**config.mk**
```make
export PLATFORM = sky130hd
export DESIGN_NAME = serial_adder
export DESIGN_NICKNAME = d
export VERILOG_FILES = /design/src/rtl/serial_adder_pkg.sv /design/src/rtl/fullAdder_1b.sv /design/src/rtl/serial_adder.sv
export SDC_FILE = /design/constraint.sdc
export NUM_CORES = 1
export LEC_CHECK = 0
export ABC_AREA = 1
export BUFFER_PORTS_ARGS = -buffer_cell sky130_fd_sc_hd__buf_2
export CORE_ASPECT_RATIO = 0.6
export CORE_MARGIN = 2
export CORE_UTILIZATION = 50
export CTS_BUF_LIST = sky130_fd_sc_hd__clkbuf_8
export DETAILED_ROUTE_END_ITERATION = 6
export PLACE_DENSITY = 0.77
export REMOVE_ABC_BUFFERS = 1
export SKIP_CTS_REPAIR_TIMING = 1
export SLEW_MARGIN = 20
export SYNTH_ARGS = -nofsm -noshare
export SYNTH_HDL_FRONTEND = slang
export SYNTH_SLANG_ARGS = --single-unit
```
**constraint.sdc**
```tcl
create_clock -name clk -period 2.05 [get_ports clk]
set_input_delay 0.205 -clock clk [delete_from_list [all_inputs] [get_ports clk]]
set_output_delay 0.205 -clock clk [all_outputs]
set_load 0.01 [all_outputs]
```
**src/rtl/serial_adder_pkg.sv**
```systemverilog
// Shared types and constants for the bit-serial adder/subtractor.
package serial_adder_pkg;

    typedef enum logic [1:0] {
        IDLE = 2'b00,
        RUN  = 2'b01,
        DONE = 2'b10
    } sa_state_t;

    localparam int SA_WIDTH_DEF = 16;

    function automatic int cnt_width(input int width);
        return $clog2(width);
    endfunction

endpackage

```
**src/rtl/fullAdder_1b.sv**
```systemverilog
// One-bit full adder shared by the serial datapath.
module fullAdder_1b (
    input  logic a,
    input  logic b,
    input  logic c_in,
    output logic s,
    output logic c_out
);

    assign s     = a ^ b ^ c_in;
    assign c_out = (a & b) | (c_in & (a ^ b));

endmodule

```
**src/rtl/serial_adder.sv**
```systemverilog
// Bit-serial WIDTH-bit adder/subtractor, LSB first, valid/ready on both sides.
// Define SERIAL_ADDER_FLAGS_EN to build the ovf and zero flag logic.
module serial_adder
    import serial_adder_pkg::*;
#(
    parameter int WIDTH = SA_WIDTH_DEF
) (
    input  logic             clk,
    input  logic             rst_n,
    input  logic             in_valid,
    output logic             in_ready,
    input  logic [WIDTH-1:0] a,
    input  logic [WIDTH-1:0] b,
    input  logic             sub,
    output logic             out_valid,
    input  logic             out_ready,
    output logic [WIDTH-1:0] sum,
    output logic             cout,
    output logic             ovf,
    output logic             zero
);

    localparam int CW = cnt_width(WIDTH);
    localparam logic [CW-1:0] LAST = CW'(WIDTH - 1);

    sa_state_t        state;
    logic [WIDTH-1:0] sa;
    logic [WIDTH-1:0] sb;
    logic [WIDTH-1:0] res;
    logic [CW-1:0]    cnt;
    logic             carry;
    logic             fa_s;
    logic             fa_c;

    fullAdder_1b u_fa (
        .a     (sa[0]),
        .b     (sb[0]),
        .c_in  (carry),
        .s     (fa_s),
        .c_out (fa_c)
    );

`ifdef SERIAL_ADDER_FLAGS_EN
    logic ovf_c;
    logic zacc;
`endif

    always_ff @(posedge clk or negedge rst_n) begin
        if (!rst_n) begin
            state <= IDLE;
            sa    <= '0;
            sb    <= '0;
            res   <= '0;
            cnt   <= '0;
            carry <= 1'b0;
`ifdef SERIAL_ADDER_FLAGS_EN
            ovf_c <= 1'b0;
            zacc  <= 1'b0;
`endif
        end else begin
            unique case (state)
                IDLE: begin
                    if (in_valid) begin
                        state <= RUN;
                        sa    <= a;
                        sb    <= sub ? ~b : b;
                        carry <= sub;
                        cnt   <= '0;
                        res   <= '0;
`ifdef SERIAL_ADDER_FLAGS_EN
                        zacc  <= 1'b0;
`endif
                    end
                end
                RUN: begin
                    res   <= {fa_s, res[WIDTH-1:1]};
                    sa    <= sa >> 1;
                    sb    <= sb >> 1;
                    carry <= fa_c;
                    cnt   <= cnt + 1'b1;
`ifdef SERIAL_ADDER_FLAGS_EN
                    zacc  <= zacc | fa_s;
                    // carry-in of the MSB, xor'd with carry-out for ovf
                    if (cnt == LAST) ovf_c <= carry;
`endif
                    if (cnt == LAST) state <= DONE;
                end
                DONE: begin
                    if (out_ready) state <= IDLE;
                end
                default: state <= IDLE;
            endcase
        end
    end

    assign in_ready  = (state == IDLE);
    assign out_valid = (state == DONE);
    assign sum       = out_valid ? res : '0;
    assign cout      = out_valid & carry;

`ifdef SERIAL_ADDER_FLAGS_EN
    assign ovf  = out_valid & (ovf_c ^ carry);
    assign zero = out_valid & ~zacc;
`else
    assign ovf  = 1'b0;
    assign zero = 1'b0;
`endif

endmodule

```
==> flow_metrics.tcl <==
set metrics [dict create \
    die_h_um 62.33 \
    fmax_ghz 0.5954 \
    hold_end "sa[15]" \
    antenna_cells 0 \
    cp_max_fo 19 \
    area_growth_pct 11.69 \
    worstSetupEndpointType "output pin" \
    p_leak_nw 1.714 \
    setup_tns_ns 0 \
    overflow 0 \
    drive_above_1_share_pct 18.55 \
    seq_area_frac_synth_pct 48.54 \
    fin_skew_ns 0.007983 \
    hold_violations 0 \
    final_util_pct 57.39 \
    grt_pass1_vias 2108 \
    worst_pin_slew_ns 0.6402 \
    clk_pin_slew_worst_paths_ns 0.09 \
    drt_iter0_drc 131 \
    grtUsageTotal_pct 19.72 \
    grt_pass1_wl_mm 9.901 \
    report.final.slew_viol_count 0 \
    cts_buffer_depth 2 \
    critPathTopFamily "flip-flops" \
    setup_viol 0 \
    start_util_pct 51.38 \
    numCtsBuffers 5 \
    outcome "completed" \
    antenna_found_initial 0 \
    min_period_over_period_pct 81.92 \
    io_buffer_count 55 \
    slowest_stage "dfrtp_1" \
    layout_min_cycle_time_ns 1.679 \
    slew_headroom_pct 57.32 \
    crit_required_ns 1.85 \
    worstSetupStartpointType "flop" \
    fp.coreArea_mm2 0.005518 \
    timing.reg2reg.setup_slack_ns 0.52 \
    clockRootBuffer "clkbuf_8" \
    synth_area_mm2 0.002835 \
    nets 438 \
    critical-path-max-stage-delay_ns 0.45 \
    die_w_um 101.2 \
    ant_nets 0 \
    holdCritStartpoint "a[15]" \
    yosysWarnings 0 \
    hpwl_mm 3.952 \
    ys_ff_latch 55 \
    num_vias 2337 \
    dp.cells 460 \
    critical_path_class "flop to output pin" \
    r2r-end "res[9]" \
    nFillCells 524 \
    drc 0 \
    rows 21 \
    worst_ep_arrival_time_ns 1.47 \
    final_design_area_no_fill_mm2 0.003167 \
    r2r_cells 4 \
    via_per_inst 4.994 \
    rsz0062_at_grt "false" \
    ir_drop_uv 391.0 \
    power_w 0.003701 \
    ios 58 \
    max-cap-violations 0 \
    drt_wl_total_mm 5.886 \
    cts_tree "done" \
    wl_per_cell_um 12.58 \
    avgSynthCellArea_um2 8.009 \
    clock-sinks 55 \
    layoutNonFillerInstCount 468 \
    grt_start_max_net_pins 52 \
    insertion_delay_ns 0.31 \
    gp_congestion 0.7632 \
    power.density_mw_per_mm2 1169 \
    regToRegStartpoint "state[1]" \
    min_delay_path_depth 3 \
    htreeDepth 2 \
    die_area_mm2 0.006309 \
    min-delay-path-class "input pin to flop" \
    path_cells "inv_1, nand2_2, nor2_1, buf_2" \
    cp_num_buf_inv 2 \
    placed_cell_area_mm2 0.003054 \
    postSynthCellCount 354 \
    dr.pass1.iters 5 \
    yosysUniqueCellTypes 24 \
]
## power breakdown
group / total [W] / leakage [nW] / internal (W) / switching (W)
registers: 0.00174 / 0.717 / 0.00151 / 0.000230
clock network: 0.000697 / 0.0554 / 0.000354 / 0.000344
logic: 0.00126 / 0.941 / 0.000470 / 0.000792
## cell usage in the layout, fill, tap and decap left out
cell and instances:
nand2_1 99, nand3_1 86, dfrtp_1 55, buf_2 55, inv_1 39, nor2_1 18
o22ai_1 17, clkbuf_8 5, nand2_4 3, buf_4 3, nor2_4 2, inv_2 2
xnor2_1 2, o21ai_0 2, conb_1 2, nand2_2 1, a21oi_1 1, nand4_1 1
or2_2 1, fa_1 1, ha_1 1, bufinv_16 1, dlygate4sd3_1 1, buf_12 1
## synth_stat cells (all sizes together)
cell | number | share of area, %
nand2 | 103 | 15
nand3 | 86 | 15
dfrtp | 55 | 49
inv | 40 | 5.3
buf | 22 | 6.5
nor2 | 20 | 3.2
o22ai | 17 | 3.8
o21ai | 2 | 0.35
xnor2 | 2 | 0.62
a21oi | 1 | 0.18
clkbuf | 1 | 0.13
conb | 1 | 0.13
fa | 1 | 0.71
ha | 1 | 0.44
nand4 | 1 | 0.22
or2 | 1 | 0.22
## worst reg2reg max path: stages (launching register included)
cell and delay, ns:
dfrtp_1 0.50, inv_2 0.11, nand2_4 0.41, nand2_4 0.25, o22ai_1 0.18
## through the flow
step / worst slack (ns) / hold WS [ns]
4_1_cts: 0.3529 / -0.07543
3_3_place_gp: 0.5985 / 0.2597
3_5_place_dp: 0.5458 / 0.2625
2_1_floorplan: 0.7636 / -0.09059
6_report: 0.3706 / 0.08312
5_1_grt: 0.2347 / 0.07381
## worst max-delay path by stage
| stage | startpoint | to | depth (start not counted) |
|---|---|---|---|
| floorplan | state[1] | carry | 4 |
| detailed placement | state[1] | res[9] | 4 |
| global placement | state[1] | res[11] | 4 |
| finish | state[0] | sum[12] | 4 |
| CTS | state[0] | sum[2] | 4 |
| global route | state[0] | sum[5] | 4 |
## cell type report
class,instances,area [um^2],share of cell area [%]
Sequential cell,55,1376,43.46
Multi-Input combinational cell,237,1124,35.48
Timing Repair Buffer,60,327.8,10.35
Inverter,40,150.1,4.741
Tap cell,69,86.33,2.726
Clock buffer,5,68.82,2.173
Clock inverter,2,33.78,1.067
## layer usage
layer	global-route usage, %	vias to the layer above	wire length (um)
met2	28.56	55	2585
met3	4.279	5	289
met4	5.068	0	42
met1	30.10	1058	2968
met5	0	-	0
li1	-	1219	-
## registers in the layout (all words and copies together), names as in the netlist
signal and count:
carry 1, cnt 4, res 16, sa 16, sb 16, state 2
## logic make-up after synthesis
logic type | Yosys count | synth area share [%]
compound gates | 20 | 4.280
xor+xnor | 2 | 0.6179
fa+ha+maj | 2 | 1.147
buf+inv | 63 | 11.96
flops | 55 | 48.54
other cells | 1 | 0.1323
simple gates | 211 | 33.32
Note: power is estimated with default switching activity, not from simulation.
